### config.mk
export PLATFORM = sky130hd
export DESIGN_NAME = ticket_fifo_reader
export DESIGN_NICKNAME = d
export VERILOG_FILES = /design/src/rtl/ticket_pkg.sv /design/src/rtl/ticket_skid_buf.sv /design/src/rtl/ticket_fifo_reader.sv
export SDC_FILE = /design/constraint.sdc
export NUM_CORES = 1
export LEC_CHECK = 0
export CAP_MARGIN = 20
export CORE_ASPECT_RATIO = 0.9
export CORE_UTILIZATION = 47
export DETAILED_ROUTE_END_ITERATION = 6
export PLACE_DENSITY = 0.81
export RECOVER_POWER = 100
export REMOVE_ABC_BUFFERS = 1
export SKIP_LAST_GASP = 1
export SYNTH_ARGS = -nofsm -noshare
export SYNTH_HDL_FRONTEND = slang
export SYNTH_HIERARCHICAL = 1
export SYNTH_SLANG_ARGS = --single-unit
### constraint.sdc
create_clock -name clk -period 4.5 [get_ports clk]
set_clock_uncertainty 0.2 [all_clocks]
set_input_delay 0.9 -clock clk [delete_from_list [all_inputs] [get_ports clk]]
set_output_delay 0.9 -clock clk [all_outputs]
set_load 0.005 [all_outputs]
### src/rtl/ticket_pkg.sv
`default_nettype none
// ============================================================================
// Module   : ticket_pkg
// Purpose  : Shared ticket types, buffer-state encoding and pointer arithmetic.
// Revision : 1.0
// ============================================================================
package ticket_pkg;

  localparam int unsigned TKT_DATA_WIDTH = 68;
  localparam int unsigned TKT_ADDR_WIDTH = 4;

  typedef logic [TKT_DATA_WIDTH-1:0] ticket_t;

  typedef enum logic [1:0] {
    EMPTY = 2'd0,
    ONE   = 2'd1,
    TWO   = 2'd2
  } buf_state_e;

  // Modular difference of two wrap-bit pointers that are ptr_bits wide.
  function automatic logic [31:0] ptr_diff(input logic [31:0] a,
                                           input logic [31:0] b,
                                           input int unsigned ptr_bits);
    logic [31:0] mask;
    mask = (ptr_bits >= 32) ? '1 : ((32'd1 << ptr_bits) - 32'd1);
    return (a - b) & mask;
  endfunction

endpackage
`default_nettype wire

### src/rtl/ticket_skid_buf.sv
`default_nettype none
// ============================================================================
// Module   : ticket_skid_buf
// Purpose  : Two-entry head/tail buffer absorbing the ticket RAM read latency.
// Revision : 1.0
// ============================================================================
module ticket_skid_buf
  import ticket_pkg::*;
#(
  parameter int unsigned DATA_WIDTH = TKT_DATA_WIDTH
) (
  input  logic                  clk,
  input  logic                  rst_n,
  input  logic                  capture_i,
  input  logic [DATA_WIDTH-1:0] cap_data_i,
  input  logic                  pop_i,
  input  logic                  flush_i,
  output logic [DATA_WIDTH-1:0] head_o,
  output logic                  valid_o,
  output logic [1:0]            cnt_o
);

  buf_state_e            state_q;
  logic [DATA_WIDTH-1:0] head_q;
  logic [DATA_WIDTH-1:0] tail_q;

  always_ff @(posedge clk) begin
    if (!rst_n) begin
      state_q <= EMPTY;
      head_q  <= '0;
      tail_q  <= '0;
    end else if (flush_i) begin
      state_q <= EMPTY;
    end else begin
      case (state_q)
        EMPTY: begin
          if (capture_i) begin
            head_q  <= cap_data_i;
            state_q <= ONE;
          end
        end
        ONE: begin
          if (capture_i && pop_i) begin
            head_q <= cap_data_i;
          end else if (capture_i) begin
            tail_q  <= cap_data_i;
            state_q <= TWO;
          end else if (pop_i) begin
            state_q <= EMPTY;
          end
        end
        TWO: begin
          if (pop_i) begin
            head_q  <= tail_q;
            state_q <= ONE;
          end
        end
        default: state_q <= EMPTY;
      endcase
    end
  end

  assign head_o  = head_q;
  assign valid_o = (state_q != EMPTY);
  assign cnt_o   = state_q;

  // The reader's issue throttle guarantees a full buffer never sees a capture.
  a_no_capture_when_full: assert property (@(posedge clk) disable iff (!rst_n)
    !(capture_i && (state_q == TWO)));

endmodule
`default_nettype wire

### src/rtl/ticket_fifo_reader.sv
`default_nettype none
// ============================================================================
// Module   : ticket_fifo_reader
// Purpose  : Ticket RAM read-side controller; counters under TICKET_FIFO_READER_STATS_EN.
// Revision : 1.0
// ============================================================================
module ticket_fifo_reader
  import ticket_pkg::*;
#(
  parameter int unsigned DATA_WIDTH = TKT_DATA_WIDTH,
  parameter int unsigned ADDR_WIDTH = TKT_ADDR_WIDTH
) (
  input  logic                  clk,
  input  logic                  rst_n,
  input  logic [ADDR_WIDTH:0]   wr_ptr,
  output logic [ADDR_WIDTH:0]   rd_ptr,
  output logic [ADDR_WIDTH-1:0] ram_read_addr,
  output logic                  ram_rd_en,
  input  logic [DATA_WIDTH-1:0] ram_q,
  output logic [DATA_WIDTH-1:0] tkt_data,
  output logic                  tkt_valid,
  input  logic                  tkt_ready,
  input  logic                  flush,
  output logic [ADDR_WIDTH+1:0] fill_level,
  output logic [31:0]           stat_pop_cnt,
  output logic [31:0]           stat_stall_cnt
);

  localparam int unsigned PTR_W  = ADDR_WIDTH + 1;
  localparam int unsigned FILL_W = ADDR_WIDTH + 2;

  logic [PTR_W-1:0]  rd_ptr_q;
  logic [PTR_W-1:0]  rd_ptr_d;
  logic              inflight_q;
  logic [FILL_W-1:0] fill_q;
  logic [FILL_W-1:0] fill_d;
  logic [1:0]        buf_cnt;
  logic [2:0]        occ_after_pop;
  logic              pop;

  assign pop = tkt_valid & tkt_ready;

  // Never hold more than two tickets between the RAM output and the head.
  assign occ_after_pop = {1'b0, buf_cnt} + {2'b00, inflight_q} - {2'b00, pop};
  assign ram_rd_en     = rst_n & ~flush & (wr_ptr != rd_ptr_q) & (occ_after_pop < 3'd2);

  assign rd_ptr_d = flush ? wr_ptr : rd_ptr_q + PTR_W'(ram_rd_en);
  assign fill_d   = flush ? '0
                  : FILL_W'(ptr_diff(32'(wr_ptr), 32'(rd_ptr_q), PTR_W))
                    + FILL_W'(inflight_q) + FILL_W'(buf_cnt) - FILL_W'(pop);

  always_ff @(posedge clk) begin
    if (!rst_n) begin
      rd_ptr_q   <= '0;
      inflight_q <= 1'b0;
      fill_q     <= '0;
    end else begin
      rd_ptr_q   <= rd_ptr_d;
      inflight_q <= ram_rd_en;
      fill_q     <= fill_d;
    end
  end

  ticket_skid_buf #(
    .DATA_WIDTH (DATA_WIDTH)
  ) u_skid (
    .clk        (clk),
    .rst_n      (rst_n),
    .capture_i  (inflight_q),
    .cap_data_i (ram_q),
    .pop_i      (pop),
    .flush_i    (flush),
    .head_o     (tkt_data),
    .valid_o    (tkt_valid),
    .cnt_o      (buf_cnt)
  );

  assign rd_ptr        = rd_ptr_q;
  assign ram_read_addr = rd_ptr_q[ADDR_WIDTH-1:0];
  assign fill_level    = fill_q;

`ifdef TICKET_FIFO_READER_STATS_EN
  logic [31:0] pop_cnt_q;
  logic [31:0] stall_cnt_q;

  always_ff @(posedge clk) begin
    if (!rst_n) begin
      pop_cnt_q   <= '0;
      stall_cnt_q <= '0;
    end else begin
      if (pop && !flush && (pop_cnt_q != '1)) begin
        pop_cnt_q <= pop_cnt_q + 32'd1;
      end
      if (tkt_ready && !tkt_valid && !flush && (stall_cnt_q != '1)) begin
        stall_cnt_q <= stall_cnt_q + 32'd1;
      end
    end
  end

  assign stat_pop_cnt   = pop_cnt_q;
  assign stat_stall_cnt = stall_cnt_q;
`else
  assign stat_pop_cnt   = 32'd0;
  assign stat_stall_cnt = 32'd0;
`endif

endmodule
`default_nettype wire
==> implementation parameters, run 1 <==
Parameter                              Value

Outcome
  Run status    finished, violations left
  Failing checks    max-capacitance violations, max-slew violations

Timing
  Worst-Margin Slew    2830 ps
  Relative slew slack    -0.885
  Final max-slew violation count    44
  Number of endpoints failing setup at the final stage    0
  Time the final worst path needs with I/O delays and setup    4420 ps
  Maximum clock rate    226 MHz
  Final period util    0.982
  Count of endpoints failing hold in the final timing report    0

GRT
  Wire length of the first global-routing pass    28.2 mm
  Total routing usage reported by global routing    0.223
  Largest net degree at the start of global routing    83
  Number of antenna violations at the first check in global routing    0
  Via count of the first global-routing pass    5,678
  GRT Residual Overflow    0

CTS
  Clock tree root buffer cell    sky130_fd_sc_hd__clkbuf_16
  Clock Latency Late Sink    420 ps
  Clock sink count    150
  CTS Buffer Depth    2
  Maximum level of the CTS H-tree    4
  Clock input transition at the sequential cells of the worst setup and hold paths    60 ps
  Number of buffers added by the clock tree synthesis step    17
  Count of hold-fix buffers inserted at cts    0
  CTS tree    built

Synth
  Area share of the largest cell type after synthesis    0.418
  Area leader, netlist    sky130_fd_sc_hd__dfxtp_1
  Mean Syn Cell Area    8.96 um2
  Mapped cell area    0.00718 mm2
  Number of distinct library cells after synthesis    42
  Post-synthesis sequential area ratio    0.418
  Cells taking the most area after synthesis    sky130_fd_sc_hd__dfxtp_1, sky130_fd_sc_hd__mux2i_1, sky130_fd_sc_hd__a31o_1
  Cells after synthesis    801
  Yosys warns    6
  Synthesized flop and latch total    150

Worst setup path
  Critical-path cell with the highest stage delay    sky130_fd_sc_hd__clkdlybuf4s50_1
  Nature of the critical path startpoint    input port
  Crit path largest cell delay    510 ps
  Crit-path max FO    2
  Critical path's top delay family    buffers and inverters
  Length in cells of the worst reg-to-reg path    5
  Sort of element at the end of the critical path    output pin
  Arrival time at the worst endpoint    3320 ps
  Buffers plus inverters on the worst setup path    3
  Crit Path Class    input port to output pin
  Critical-path cell list    clkdlybuf4s50_1, and2_1, ha_1, inv_1, nand2_1, fa_1, xnor2_2, o2111a_1, clkdlybuf4s50_1
  Crit path depth    9
  Crit-path most repeated cell    sky130_fd_sc_hd__clkdlybuf4s50_1
  Critical path data required time    3400 ps

Final layout
  Final antenna diode count    0
  Commonest cells after routing, fill and taps aside    sky130_fd_sc_hd__dfxtp_1, sky130_fd_sc_hd__clkdlybuf4s50_1, sky130_fd_sc_hd__nand2_1
  Layout cell share with drive strength beyond 1    0.0581
  Total number of nets in the final design    1,011
  Final cell count without fillers    1,128
  Finished Core Util    0.620
  Commonest non-fill, non-tap cell in the layout    sky130_fd_sc_hd__dfxtp_1
  Synth-to-Final Area Change    27.9%

Power
  Sequential fraction of design power    0.422
  Power per cell area    359 mW/mm2
  Cell-internal power    2530 uW
  Fraction of power spent switching nets    0.232
  Maximum ir drop on the vdd rail    0.000250 V
  Fraction of power consumed by the clock network    0.449
  Combinational share of power    0.130
  Standby leakage power    0.00383 uW
  Power spent charging and discharging nets    764 uW
  Total power of the final layout    3290 uW

Worst hold path
  Number of instances on the worst hold path    2
  Path class of the lowest-slack min-delay path    register to register

Floorplan
  Chip height    119 um
  Num rows    42
  Count of pins on the block boundary    226
  Initial standard-cell utilization of the core    0.485
  Core footprint    0.0148 mm2
  Die width    132 um
  Area of the die    0.0158 mm2

Routing
  Sum of met2 wire segment lengths after detailed routing    8.27 mm
  Uppermost layer routed    met4
  Post-DR wirelength/cell    15.3 um
  Final antenna-violating net count    0
  Total Routed Length    17.3 mm
  Mean number of vias per cell    5.35
  WL met3    1.13 mm
  Drt pass-1 iters    5
  Remaining DRCs    0
  Total via count in the routed design    6,030
  Starting DRC count in detailed routing    313
  Routed length on met1    7.69 mm

Run
  Number of max-capacitance violations reported    1

Placed design
  Detail Placement HPWL    10.5 mm
  Number of placed cells counting well taps    1,096
  Count of buffers inserted at the top-level ports    161
  Final Wtd Congestion    0.815
cells by family after synthesis:
kind of cell             synth area share
adder cells (fa/ha/maj)            0.0321
other                            0.000522
buffers and inverters               0.125
flip-flops                          0.418
AND/OR/NAND/NOR                     0.161
multiplexers                       0.0990
AO/OA/AOI/OAI                       0.151
XOR/XNOR                           0.0132
power groups by stage:
stage | Clock (uW) | Sequential, uW | Combinational (uW)
final | 1480 | 1390 | 427
after global routing | 1570 | 1390 | 470
after CTS | 1500 | 1390 | 429
after detailed placement | 0 | 1420 | 426
after global placement | 0 | 1420 | 418
after floorplan | 0 | 1420 | 191
area by class of cell:
type | count | area [um2]
tap | 198 | 248
fill | 1248 | 5640
clock buffer | 21 | 460
sequential | 150 | 3000
timing repair buffer | 173 | 1720
clock inverter | 10 | 153
multi-input combinational | 559 | 3540
inverter | 17 | 66.3
worst min-delay path: stages, from the launching register on:
cell and delay (ps):
sky130_fd_sc_hd__dfxtp_1 300, sky130_fd_sc_hd__nand2_1 50, sky130_fd_sc_hd__a21oi_1 50
worst paths after layout:
kind / end / slack (ps) / startpoint
max: ram_rd_en / 80 / tkt_ready
min: u_skid/tail_q[41] / 250 / u_skid/tail_q[41]
max reg2reg: u_skid/head_o[64] / 380 / u_skid/cnt_o[0]
min reg2reg: u_skid/tail_q[41] / 250 / u_skid/tail_q[41]
synthesized netlist by cell type:
library cell,number
sky130_fd_sc_hd__or2_2,1
sky130_fd_sc_hd__mux2i_1,71
sky130_fd_sc_hd__a2111oi_0,1
sky130_fd_sc_hd__inv_2,1
sky130_fd_sc_hd__a21oi_2,2
sky130_fd_sc_hd__xor2_2,1
sky130_fd_sc_hd__a31o_1,68
sky130_fd_sc_hd__a31o_2,1
sky130_fd_sc_hd__nand3_1,3
sky130_fd_sc_hd__nor3_2,1
sky130_fd_sc_hd__a21oi_1,71
sky130_fd_sc_hd__or2_1,1
sky130_fd_sc_hd__inv_1,16
sky130_fd_sc_hd__o21ai_0,4
sky130_fd_sc_hd__nor2b_1,5
sky130_fd_sc_hd__o2111a_1,2
sky130_fd_sc_hd__clkbuf_1,44
sky130_fd_sc_hd__conb_1,1
sky130_fd_sc_hd__dfxtp_1,150
sky130_fd_sc_hd__nor3_1,3
sky130_fd_sc_hd__xor2_1,4
sky130_fd_sc_hd__o22a_1,1
sky130_fd_sc_hd__buf_2,20
sky130_fd_sc_hd__and3b_1,1
sky130_fd_sc_hd__nor2_1,2
sky130_fd_sc_hd__xnor2_1,5
sky130_fd_sc_hd__a21o_2,1
sky130_fd_sc_hd__buf_4,70
sky130_fd_sc_hd__ha_1,12
sky130_fd_sc_hd__o21a_1,1
sky130_fd_sc_hd__or3_1,1
sky130_fd_sc_hd__fa_1,4
sky130_fd_sc_hd__a21o_1,3
sky130_fd_sc_hd__nor3b_1,1
sky130_fd_sc_hd__and2b_1,1
sky130_fd_sc_hd__nand4_1,3
sky130_fd_sc_hd__a21boi_0,1
sky130_fd_sc_hd__and2_1,5
sky130_fd_sc_hd__nor4_1,68
sky130_fd_sc_hd__nand2b_1,4
sky130_fd_sc_hd__buf_6,4
sky130_fd_sc_hd__nand2_1,142
layer usage:
metal	vias to the layer above	global-route usage
met5	-	0
met4	0	0.0805
met3	16	0.0656
met2	194	0.368
met1	2897	0.276
li1	2923	-
stage by stage:
stage	setup TNS, ps	cell area (um2)	hold slack (ps)	setup WS, ps
6_report	0	9180	251	82.3
5_1_grt	-0.411	9180	270	-0.411
4_1_cts	0	9180	253	48.4
3_5_place_dp	0	8560	246	91.6
3_3_place_gp	0	8560	240	169
2_1_floorplan	-8670	6580	236	-128
flip-flops by register name, summed over array words and instances (netlist names):
| register | cells |
|---|---|
| u_skid/cnt_o | 2 |
| u_skid/tail_q | 68 |
| fill_level | 6 |
| rd_ptr | 5 |
| inflight_q | 1 |
| u_skid/head_o | 68 |
what timing repair did:
action,4_1_cts,5_1_grt
hold endpoints to repair,0,0
setup endpoints to repair,0,1
resized for setup,0,1
setup buffers,0,1
Note: power is estimated with default switching activity, not from simulation.
==> run 2, diff against run 1 <==
Settings changed: MAX_ROUTING_LAYER set to met4, SKIP_LAST_GASP 1 to unset, SLEW_MARGIN set to 5.
==> run 2 against run 1 <==
The flow still finishes with violations (max-capacitance violations, max-slew violations). Clock power hardly changed. Critical endpoint unchanged. Final area stayed put. Wire length is 0.26% higher. Hold slack hardly changed. First-iteration DRC count is 4.8% lower.
==> implementation parameters, run 2 (same netlist as run 1, synthesis figures left out) <==
Parameter                              Value

CTS
  Clock Latency Late Sink    420 ps
  Clock input transition at the sequential cells of the worst setup and hold paths    60 ps
  Clock tree root buffer cell    sky130_fd_sc_hd__clkbuf_16
  Maximum level of the CTS H-tree    4
  Number of buffers added by the clock tree synthesis step    17
  CTS Buffer Depth    2
  CTS tree    built
  Clock sink count    150
  Count of hold-fix buffers inserted at cts    0

Timing
  Total negative slack    0 ps
  Worst-Margin Slew    2770 ps
  Final max-slew violation count    44
  Final period util    0.983
  Time the final worst path needs with I/O delays and setup    4420 ps
  Number of endpoints failing setup at the final stage    0
  Count of endpoints failing hold in the final timing report    0
  Minimum setup slack in the final design    78.6 ps
  Maximum clock rate    226 MHz
  Relative slew slack    -0.850

Routing
  Mean number of vias per cell    5.33
  Uppermost layer routed    met4
  Total via count in the routed design    6,010
  Remaining DRCs    0
  Post-DR wirelength/cell    15.4 um
  Drt pass-1 iters    4
  Starting DRC count in detailed routing    298
  Sum of met2 wire segment lengths after detailed routing    8.23 mm
  WL met3    1.07 mm
  Total Routed Length    17.3 mm
  Final antenna-violating net count    0
  Routed length on met1    7.77 mm

Worst hold path
  Path class of the lowest-slack min-delay path    register to register
  Number of instances on the worst hold path    2

Worst setup path
  Arrival time at the worst endpoint    3320 ps
  Length in cells of the worst reg-to-reg path    5
  Critical path data required time    3400 ps
  Sort of element at the end of the critical path    output pin
  Crit-path max FO    2
  Nature of the critical path startpoint    input port
  Crit Path Class    input port to output pin

Final layout
  Commonest non-fill, non-tap cell in the layout    sky130_fd_sc_hd__dfxtp_1
  Commonest cells after routing, fill and taps aside    sky130_fd_sc_hd__dfxtp_1, sky130_fd_sc_hd__clkdlybuf4s50_1, sky130_fd_sc_hd__nand2_1
  Finished Core Util    0.620
  Layout cell share with drive strength beyond 1    0.0581
  Synth-to-Final Area Change    27.9%
  Total number of nets in the final design    1,011
  Area of all placed cells without fillers    0.00918 mm2
  Final antenna diode count    0

GRT
  GRT Residual Overflow    0
  Total routing usage reported by global routing    0.229
  Largest net degree at the start of global routing    83
  Wire length of the first global-routing pass    28.2 mm
  Via count of the first global-routing pass    5,675
  Number of antenna violations at the first check in global routing    0

Placed design
  Placed Area    0.00856 mm2
  Final Wtd Congestion    0.827
  Detail Placement HPWL    10.5 mm
  Worst slack at placement    91.6 ps
  Count of buffers inserted at the top-level ports    161

Power
  Combinational share of power    0.130
  Power per cell area    359 mW/mm2
  Sequential fraction of design power    0.421
  Fraction of power spent switching nets    0.233
  Total power of the final layout    3300 uW
  Standby leakage power    0.00384 uW
  Maximum ir drop on the vdd rail    0.000253 V
  Fraction of power consumed by the clock network    0.449
  Cell-internal power    2530 uW
  Power spent charging and discharging nets    768 uW

Floorplan
  Area of the die    0.0158 mm2
  Core footprint    0.0148 mm2
  Chip height    119 um
  Num rows    42
  Initial standard-cell utilization of the core    0.485
  Count of pins on the block boundary    226
  Die width    132 um

Outcome
  Failing checks    max-capacitance violations, max-slew violations
  Run status    finished, violations left

Run
  Number of max-capacitance violations reported    1
## run 2: cell count changes in the layout (fill, tap and decap cells not counted)
cell / delta
sky130_fd_sc_hd__clkdlybuf4s50_1: -4
sky130_fd_sc_hd__dlygate4sd3_1: +4
## run 2: critical path, stage by stage
cell	delay (ps)
sky130_fd_sc_hd__clkdlybuf4s50_1	490
sky130_fd_sc_hd__and2_1	180
sky130_fd_sc_hd__ha_1	240
sky130_fd_sc_hd__inv_1	80
sky130_fd_sc_hd__nand2_1	70
sky130_fd_sc_hd__fa_1	420
sky130_fd_sc_hd__xnor2_2	190
sky130_fd_sc_hd__o2111a_1	230
sky130_fd_sc_hd__clkdlybuf4s50_1	510
## run 2: metrics by stage
step / instances / hold WS, ps
2_1_floorplan: 726 / 236
3_3_place_gp: 1096 / 240
3_5_place_dp: 1096 / 246
4_1_cts: 1127 / 253
5_1_grt: 1128 / 270
6_report: 1128 / 251
## run 2: power by group through the flow
| stage | Clock (uW) | Combinational [uW] | Sequential (uW) |
|---|---|---|---|
| after floorplan | 0 | 191 | 1420 |
| after global placement | 0 | 418 | 1420 |
| after detailed placement | 0 | 426 | 1420 |
| after CTS | 1500 | 429 | 1390 |
| after global routing | 1560 | 469 | 1390 |
| final | 1480 | 427 | 1390 |
## run 2: path summary, 6_finish.rpt
check,to,from,slack (ps)
hold reg to reg,u_skid/tail_q[41],u_skid/tail_q[41],250
setup / recovery,ram_rd_en,tkt_ready,80
setup reg to reg,u_skid/head_o[64],u_skid/cnt_o[0],430
hold / removal,u_skid/tail_q[41],u_skid/tail_q[41],250
## run 2: per-layer routing
metal	vias up	global-route usage
met2	196	0.369
met4	0	0.0891
met1	2876	0.277
li1	2917	-
met5	-	-
met3	21	0.0575
## run 2: what timing repair did
item / 4_1_cts / 5_1_grt
setup endpoints to repair: 0 / 1
setup buffers: 0 / 1
resized for setup: 0 / 1
## run 2: layout make-up
cell class,instances,area (um2)
Multi-Input combinational cell,559,3540
Timing Repair Buffer,173,1720
Clock buffer,21,460
Tap cell,198,248
Sequential cell,150,3000
Fill cell,1248,5640
Clock inverter,10,153
Inverter,17,66.3
==> run 3, diff against run 2 <==
Settings changed: CTS_CLUSTER_DIAMETER set to 60.
==> results of run 3 <==
Final layout, timing and power as in run 2 (identical DEF).
